===== src/rtl/pipeline_hazard_ctrl.sv =====
// Pipeline hazard controller for a classic 5-stage in-order pipeline.
// Resolves operand forwarding, load-use / RAW stalls, branch flushes and
// data-memory wait/timeout freezes, and keeps saturating performance counters.
module pipeline_hazard_ctrl #(
  parameter int NREG         = 32,
  parameter int CNT_W        = 32,
  parameter int FLUSH_CYCLES = 2,
  parameter int MEM_TIMEOUT  = 255,
  parameter int FWD_EN       = 1,
  localparam int AW          = (NREG > 1) ? $clog2(NREG) : 1
) (
  input  logic             clk,
  input  logic             reset,
  // ID-stage sources
  input  logic [AW-1:0]    ifid_rs1,
  input  logic [AW-1:0]    ifid_rs2,
  // EX-stage fields
  input  logic [AW-1:0]    idex_rs1,
  input  logic [AW-1:0]    idex_rs2,
  input  logic [AW-1:0]    idex_rd,
  input  logic             idex_memread,
  input  logic             idex_regwrite,
  // MEM / WB destinations
  input  logic [AW-1:0]    exmem_rd,
  input  logic             exmem_regwrite,
  input  logic [AW-1:0]    memwb_rd,
  input  logic             memwb_regwrite,
  // Control events
  input  logic             branch_taken,
  input  logic             dmem_req,
  input  logic             dmem_ready,
  input  logic             wb_valid,
  // Forwarding selects
  output logic [1:0]       forward_a,
  output logic [1:0]       forward_b,
  // Stage-register enables
  output logic             pc_write,
  output logic             ifid_write,
  output logic             idex_write,
  output logic             exmem_write,
  // Stage-register clears
  output logic             idex_bubble,
  output logic             ifid_flush,
  output logic             idex_flush,
  output logic             exmem_flush,
  // Status
  output logic [1:0]       state,
  output logic             mem_error,
  output logic [CNT_W-1:0] stall_count,
  output logic [CNT_W-1:0] flush_count,
  output logic [CNT_W-1:0] retire_count
);

  // Wide enough to hold MEM_TIMEOUT itself.
  localparam int WAIT_W = (MEM_TIMEOUT > 0) ? $clog2(MEM_TIMEOUT + 1) : 1;

  typedef enum logic [1:0] {
    ST_RUN      = 2'd0,
    ST_FLUSH    = 2'd1,
    ST_MEM_WAIT = 2'd2,
    ST_ERROR    = 2'd3
  } state_t;

  state_t            state_reg, state_next;
  logic [3:0]        flush_cnt_reg, flush_cnt_next;
  logic [WAIT_W-1:0] wait_cnt_reg, wait_cnt_next;
  logic              mem_error_reg, mem_error_next;

  // ---------------------------------------------------------------------
  // Per-operand hazard detection. Index 0 = rs1 / operand A, 1 = rs2 / B.
  // ---------------------------------------------------------------------
  logic [1:0][AW-1:0] ex_src;
  logic [1:0][AW-1:0] id_src;
  logic [1:0]         ex_hit;
  logic [1:0]         wb_hit;
  logic [1:0][1:0]    fwd_sel;
  logic [1:0]         lu_hit;
  logic [1:0]         raw_hit;

  assign ex_src = {idex_rs2, idex_rs1};
  assign id_src = {ifid_rs2, ifid_rs1};

  // Register 0 is hardwired, so a write to it never creates a dependency.
  logic exmem_writes, memwb_writes, idex_writes, idex_loads;
  assign exmem_writes = exmem_regwrite && (exmem_rd != '0);
  assign memwb_writes = memwb_regwrite && (memwb_rd != '0);
  assign idex_writes  = idex_regwrite  && (idex_rd  != '0);
  assign idex_loads   = idex_memread   && (idex_rd  != '0);

  genvar gi;
  generate
    for (gi = 0; gi < 2; gi++) begin : g_operand
      // EX/MEM is younger than MEM/WB, so it wins when both match.
      assign ex_hit[gi]  = exmem_writes && (exmem_rd == ex_src[gi]);
      assign wb_hit[gi]  = memwb_writes && (memwb_rd == ex_src[gi]);
      assign fwd_sel[gi] = (FWD_EN == 0) ? 2'b00 :
                           ex_hit[gi]    ? 2'b10 :
                           wb_hit[gi]    ? 2'b01 : 2'b00;

      // Load result is not available in time even with forwarding.
      assign lu_hit[gi]  = idex_loads && (idex_rd == id_src[gi]);

      // Without forwarding, any in-flight producer in EX or MEM blocks ID.
      assign raw_hit[gi] = (idex_writes  && (idex_rd  == id_src[gi])) ||
                           (exmem_writes && (exmem_rd == id_src[gi]));
    end
  endgenerate

  assign forward_a = fwd_sel[0];
  assign forward_b = fwd_sel[1];

  logic load_use;
  logic raw_hazard;
  assign load_use   = |lu_hit;
  assign raw_hazard = (FWD_EN == 0) && (|raw_hit);

  // ---------------------------------------------------------------------
  // Pipeline control: freeze > flush > stall > normal flow.
  // ---------------------------------------------------------------------
  logic freeze;
  logic flush_active;
  logic stall;
  logic branch_accept;
  logic mem_miss;

  assign mem_miss = dmem_req && !dmem_ready;

  // Decode the priority of pipeline actions for this cycle.
  always_comb begin
    freeze        = 1'b0;
    flush_active  = 1'b0;
    stall         = 1'b0;
    branch_accept = 1'b0;

    unique case (state_reg)
      ST_RUN:      freeze = mem_miss;
      ST_FLUSH:    freeze = 1'b0;
      ST_MEM_WAIT: freeze = 1'b1;
      ST_ERROR:    freeze = 1'b1;
      default:     freeze = 1'b1;
    endcase

    if (!freeze) begin
      branch_accept = (state_reg == ST_RUN) && branch_taken;
      flush_active  = branch_accept || (state_reg == ST_FLUSH);
      stall         = !flush_active && (load_use || raw_hazard);
    end
  end

  // Drive the stage-register enables and clear requests.
  always_comb begin
    pc_write    = 1'b1;
    ifid_write  = 1'b1;
    idex_write  = 1'b1;
    exmem_write = 1'b1;
    idex_bubble = 1'b0;
    ifid_flush  = 1'b0;
    idex_flush  = 1'b0;
    exmem_flush = 1'b0;

    if (freeze) begin
      pc_write    = 1'b0;
      ifid_write  = 1'b0;
      idex_write  = 1'b0;
      exmem_write = 1'b0;
    end else if (flush_active) begin
      // PC keeps loading so the branch target is fetched.
      pc_write    = 1'b1;
      ifid_flush  = 1'b1;
      idex_flush  = 1'b1;
      exmem_flush = 1'b1;
    end else if (stall) begin
      // Hold PC and IF/ID, inject a bubble into EX.
      pc_write    = 1'b0;
      ifid_write  = 1'b0;
      idex_bubble = 1'b1;
      idex_write  = 1'b1;
    end
  end

  // ---------------------------------------------------------------------
  // Controller FSM
  // ---------------------------------------------------------------------

  // Next-state, flush/wait counters and sticky error.
  always_comb begin
    state_next     = state_reg;
    flush_cnt_next = flush_cnt_reg;
    wait_cnt_next  = wait_cnt_reg;
    mem_error_next = mem_error_reg;

    unique case (state_reg)
      ST_RUN: begin
        if (mem_miss) begin
          // Memory stall has priority; a simultaneous branch is dropped.
          state_next    = ST_MEM_WAIT;
          wait_cnt_next = WAIT_W'(1);
        end else if (branch_taken && (FLUSH_CYCLES > 1)) begin
          // This cycle already flushes, so FLUSH covers the remainder.
          state_next     = ST_FLUSH;
          flush_cnt_next = 4'(FLUSH_CYCLES - 1);
        end
      end

      ST_FLUSH: begin
        // Branches arriving here are wrong-path and ignored.
        if (flush_cnt_reg <= 4'd1) begin
          state_next     = ST_RUN;
          flush_cnt_next = 4'd0;
        end else begin
          flush_cnt_next = flush_cnt_reg - 4'd1;
        end
      end

      ST_MEM_WAIT: begin
        if (dmem_ready) begin
          state_next    = ST_RUN;
          wait_cnt_next = '0;
        end else if (wait_cnt_reg == WAIT_W'(MEM_TIMEOUT)) begin
          state_next     = ST_ERROR;
          mem_error_next = 1'b1;
        end else begin
          wait_cnt_next = wait_cnt_reg + WAIT_W'(1);
        end
      end

      ST_ERROR: begin
        // Terminal until reset.
        state_next = ST_ERROR;
      end

      default: begin
        state_next = ST_ERROR;
      end
    endcase
  end

  // FSM state and internal counters register.
  always_ff @(posedge clk or posedge reset) begin
    if (reset) begin
      state_reg     <= ST_RUN;
      flush_cnt_reg <= 4'd0;
      wait_cnt_reg  <= '0;
      mem_error_reg <= 1'b0;
    end else begin
      state_reg     <= state_next;
      flush_cnt_reg <= flush_cnt_next;
      wait_cnt_reg  <= wait_cnt_next;
      mem_error_reg <= mem_error_next;
    end
  end

  assign state     = state_reg;
  assign mem_error = mem_error_reg;

  // ---------------------------------------------------------------------
  // Saturating performance counters: 0 = stall, 1 = flush, 2 = retire.
  // ---------------------------------------------------------------------
  logic [2:0]            cnt_inc;
  logic [2:0][CNT_W-1:0] cnt_bus;

  assign cnt_inc[0] = !pc_write;
  assign cnt_inc[1] = branch_accept;
  assign cnt_inc[2] = wb_valid;

  generate
    for (gi = 0; gi < 3; gi++) begin : g_perf
      logic [CNT_W-1:0] count_reg;

      // Count events, sticking at all-ones instead of wrapping.
      always_ff @(posedge clk or posedge reset) begin
        if (reset) begin
          count_reg <= '0;
        end else if (cnt_inc[gi] && (count_reg != {CNT_W{1'b1}})) begin
          count_reg <= count_reg + CNT_W'(1);
        end
      end

      assign cnt_bus[gi] = count_reg;
    end
  endgenerate

  assign stall_count  = cnt_bus[0];
  assign flush_count  = cnt_bus[1];
  assign retire_count = cnt_bus[2];

endmodule


===== config.mk =====
export PLATFORM = sky130hd
export DESIGN_NAME = pipeline_hazard_ctrl
export DESIGN_NICKNAME = d
export VERILOG_FILES = /design/src/rtl/pipeline_hazard_ctrl.sv
export SDC_FILE = /design/constraint.sdc
export NUM_CORES = 1
export LEC_CHECK = 0
export BUFFER_PORTS_ARGS = -buffer_cell sky130_fd_sc_hd__buf_2
export CORE_MARGIN = 10
export CORE_UTILIZATION = 57
export CTS_CLUSTER_SIZE = 8
export DETAILED_ROUTE_END_ITERATION = 10
export PLACE_DENSITY = 0.95
export SYNTH_ARGS = -nofsm -noshare
export SYNTH_HDL_FRONTEND = slang
export SYNTH_SLANG_ARGS = --single-unit

===== constraint.sdc =====
create_clock -name clk -period 8.5 [get_ports clk]
set_clock_uncertainty 0.15 [all_clocks]
set_input_delay 1.275 -clock clk [delete_from_list [all_inputs] [get_ports clk]]
set_output_delay 1.275 -clock clk [all_outputs]
set_load 0.01 [all_outputs]

Word-level counts from Yosys, hierarchy flattened
Index checks and enable logic that the tools add are counted.
- register bits: 111
- input port bits: 45
- word-level logic and storage cells: 96
- $add $sub $neg: 5
- magnitude comparators: 1
- eq/ne operators: 20
- mux-type cells: 31
- bitwise operators: 1
- reductions and logical operators: 31
- operator list (cell ; number):
    32-bit by 1-bit adder with 32-bit output, second input constant ; 3
    32-bit != test, second input constant ; 3
    5-bit == test ; 6
    8-bit two-way mux ; 3
    8-bit case mux with 2 select lines ; 1
    1-bit logical AND ; 15
    5-bit nonzero test ; 3
    1-bit two-way mux ; 14
    2-bit two-way mux ; 7
    4-bit two-way mux ; 3
    3-bit AND reduction ; 4
    3-bit != test, second input constant ; 3
    8-bit by 1-bit adder with 8-bit output, second input constant ; 1
    8-bit == test, second input constant ; 1
    2-bit case mux with 4 select lines ; 1
    4-bit case mux with 2 select lines ; 1
    2-bit != test, second input constant ; 3
    2-bit == test, second input constant ; 2
    4-bit by 1-bit less-or-equal comparator with 1-bit output, second input constant ; 1
    2-bit nonzero test ; 2
    2-bit OR reduction ; 2
    4-bit by 1-bit subtractor with 4-bit output, second input constant ; 1
    1-bit logical NOT ; 3
    1-bit case mux with 3 select lines ; 1
    5 further kinds ; 5

Longest topological paths before layout
- word-level depth: 11
- mapped depth: 8
- depth with buffers taken out: 8

Worst setup path after synthesis
No wires, ideal clock.
- path kind: input to output
- from: in exmem_rd[1]
- to: out forward_a[0]
- arrival time: 2.568 ns
- required time: 7.075 ns
- setup slack: 4.507 ns
- stages: 4
- buffers on the path: 0
- path through: or4_1 o21ai_0 nor4_1 nor4_1
- word-level cells in the longest chain between the ends: 4
- ends and longest elaborated chain (item ; line ; text):
    start, declared ; 24 ; input logic [AW-1:0] exmem_rd,
    5-bit nonzero test ; 85 ; assign exmem_writes = exmem_regwrite && (exmem_rd != '0);
    1-bit logical AND ; 85 ;
    1-bit logical AND (*) ; 94 ; assign ex_hit[gi] = exmem_writes && (exmem_rd == ex_src[gi]);
    2-bit two-way mux (*) ; 97 ; ex_hit[gi] ? 2'b10 :
    end, declared ; 34 ; output logic [1:0] forward_a,
Mark *: on every way between the ends. The rest lies on a longest branch, timed or not.

Final worst setup path
- from: in idex_rd[0]
- to: out pc_write
- word-level cells in the longest chain between the ends: 9
- ends and longest elaborated chain (item ; line ; text):
    start, declared ; 20 ; input logic [AW-1:0] idex_rd,
    5-bit nonzero test ; 88 ; assign idex_loads = idex_memread && (idex_rd != '0);
    1-bit logical AND ; 88 ;
    1-bit logical AND ; 101 ; assign lu_hit[gi] = idex_loads && (idex_rd == id_src[gi]);
    2-bit OR reduction (*) ; 114 ; assign load_use = |lu_hit;
    1-bit logical AND (*) ; 146 ; stall = !flush_active && (load_use || raw_hazard);
    1-bit two-way mux (*) ; 143 ; if (!freeze) begin
    1-bit two-way mux (*) ; 172 ; end else if (stall) begin
    1-bit two-way mux (*) ; 166 ; end else if (flush_active) begin
    1-bit two-way mux (*) ; 161 ; if (freeze) begin
    end, declared ; 37 ; output logic pc_write,
Marked as above.

==> impl_metrics.toml <==
[status]
status = "completed"

[drt]
wl_per_cell_um = 16.9
drt-vias-per-instance = 5.66
ant_nets = 0
wl_um = 14500
first_pass_iters = 4
drt_iter0_drc = 275
drc = 0
vias = 4849

[floorplan]
die_x_um = 121
start_util_pct = 58.8
die-area_sq_um = 14600
ioPinCount = 156
die_y_um = 121
rows = 36
core_area_sq_um = 9820

[pwr]
ir_drop_mv = 0.159
power_density_nw_per_um2 = 195
p_leak_nw = 3.43

[sta]
fin_crit_sh_pct = 52.1
max_freq_mhz = 226
worst_slew_pin_slew_ns = 1.18
rsz0062_at_grt = "no"
min_period_ns = 4.43
setup_tns_ns = 0
setup-violations-final = 0
hold_viol = 0
max_slew_margin_pct = 21.2
maxSlewViolCount = 0

[hold_path]
min_to = "mem_error$_DFFE_PP0P_"
hold_path.class = "reg2reg"
hold_start = "mem_error$_DFFE_PP0P_"
holdPathStages = 1

[logic_synthesis]
muxShareOfSynthArea_pct = 0.390
ys_ff_latch = 111
synth_edf_count = 0
synth_xor_area_share_pct = 19.3
synthAdderAreaFrac_pct = 1.30
ys_types = 56
synthesis.nets = 617
synth_ff_type = "dfrtp_1"
syn_area_per_cell_sq_um = 10.2
postSynthCellCount = 566
yosysWarnings = 0
synth_top_family_by_area = "simple AND/OR/NAND/NOR gates"
ys_seq_area_share_pct = 48.1
synth_area_sq_um = 5770
synth_compound_area_share_pct = 4.20
yosys.area_share.simple_pct = 24.2
synthArstFlopShare_pct = 100

[clock_tree]
post-cts-setup-buffers = 0
cts_resized = 0
clk_latency_ns = 0.36
cts_tree = "done"
cts_buffers = 9
cts_root_buf = "clkbuf_8"
htreeDepth = 3
clkTransAtPathRegs_ns = 0.10
clock-sinks = 111
cts_hold_buf = 0
clockBufferDepth = 2

[final_layout]
layout-drive-gt1-share_pct = 26.7
num-nets-final = 770
stdcell_area_sq_um = 6850
layout_common_cells = "buf_2 (154), dfrtp_1 (111), xnor2_1 (67)"
utilization_pct = 69.7
syn_to_final_growth_pct = 18.6
antenna_cells = 0
final_common_cell = "buf_2"
fill_cells = 802
stdcell_count = 857

[placed_design]
dp_hpwl_um = 11300
place_congestion = 0.865
dpl_cell_area_sq_um = 6650
place_inst = 841
portBuffers = 154

[grt]
grt_overflow_total = 0
antenna_found_initial = 0
grt_max_degree = 80
grt_pass1_wl_um = 24100
grt_pass1_vias = 5051
grt_use_total_pct = 19.6

[setup_path]
critPathLaunchType = "input pin"
r2r_cells = 5
r2r_end = "flush_count[14]$_DFFE_PP0P_"
cp_max_fo = 14
rrSetupSlack_ns = 5.63
arrival_ns = 3.01
path_class = "in2out"
rr_startpoint = "state[1]$_DFFE_PP0P_"
setup.worst_path.end_class = "output port"
critPathRequiredTime_ns = 7.07

[job]
drv_cap = 0
==> where the power goes <==
group          switching (mW)  internal [mW]
Clock                   0.182          0.139
Combinational           0.213          0.139
Sequential             0.0812          0.582
Total                   0.476          0.860
==> layer usage <==
| metal | wire [um] | GRT usage (%) |
|---|---|---|
| met1 | 5760 | 23.0 |
| met2 | 7330 | 33.6 |
| met3 | 984 | 4.98 |
| met4 | 395 | 7.99 |
| met5 | 0 | 0 |
==> metrics by stage <==
step	power (mW)	setup slack (ns)	hold slack, ns
5_1_grt	1.42	3.92	0.356
4_1_cts	1.35	4.06	0.338
3_5_place_dp	1.03	4.06	0.311
3_3_place_gp	1.00	4.11	0.302
6_report	1.34	4.07	0.333
2_1_floorplan	0.900	4.14	0.308
==> synth_stat cells (3+ instances only) <==
| master | number | area (sq um) |
|---|---|---|
| clkbuf_1 | 4 | 15.0 |
| and4_1 | 4 | 35.0 |
| nor2_1 | 43 | 161 |
| inv_1 | 19 | 71.3 |
| xor2_1 | 60 | 526 |
| nor4_1 | 9 | 56.3 |
| and3_1 | 16 | 100 |
| xnor2_1 | 67 | 587 |
| a21oi_1 | 8 | 40.0 |
| buf_4 | 4 | 30.0 |
| or4_1 | 7 | 52.6 |
| nand3_1 | 33 | 165 |
| or3_1 | 5 | 31.3 |
| nand4_1 | 33 | 206 |
| dfrtp_1 | 111 | 2780 |
| nand2_1 | 50 | 188 |
| nor3_1 | 26 | 130 |
| nand2b_1 | 3 | 18.8 |
| o21ai_0 | 9 | 45.0 |
| ha_1 | 6 | 75.1 |
==> worst max-delay path by stage <==
stage	from	end	slack (ns)	cells past startpoint
floorplan	reset	flush_cnt_reg[0]$_DFFE_PP0P_	4.14	1
global placement	idex_rd[4]	pc_write	4.11	6
detailed placement	idex_rd[0]	pc_write	4.06	6
CTS	idex_rd[0]	pc_write	4.06	6
global route	dmem_req	pc_write	3.92	5
finish	idex_rd[0]	pc_write	4.07	6
==> cell families after synthesis <==
logic type / Yosys count
simple gates: 255
xor+xnor: 127
flops: 111
compound gates: 33
buf+inv: 32
fa+ha+maj: 6
mux: 2
==> final cells by class <==
class,count,area [sq um],area share (%)
clock buffers,9,124,1.81
clock inverters,7,76.3,1.11
inverters,19,73.8,1.08
multi-input cells,423,2850,41.6
flip-flops and latches,111,2780,40.6
well taps,133,166,2.43
repair buffers,155,778,11.4
==> critical path, cell delays in order <==
cell	delay, ns
buf_2	0.12
xnor2_1	0.12
nand3_1	0.08
o22ai_1	0.17
a21oi_1	0.94
buf_2	0.29
Note: power is estimated with default switching activity, not from simulation.
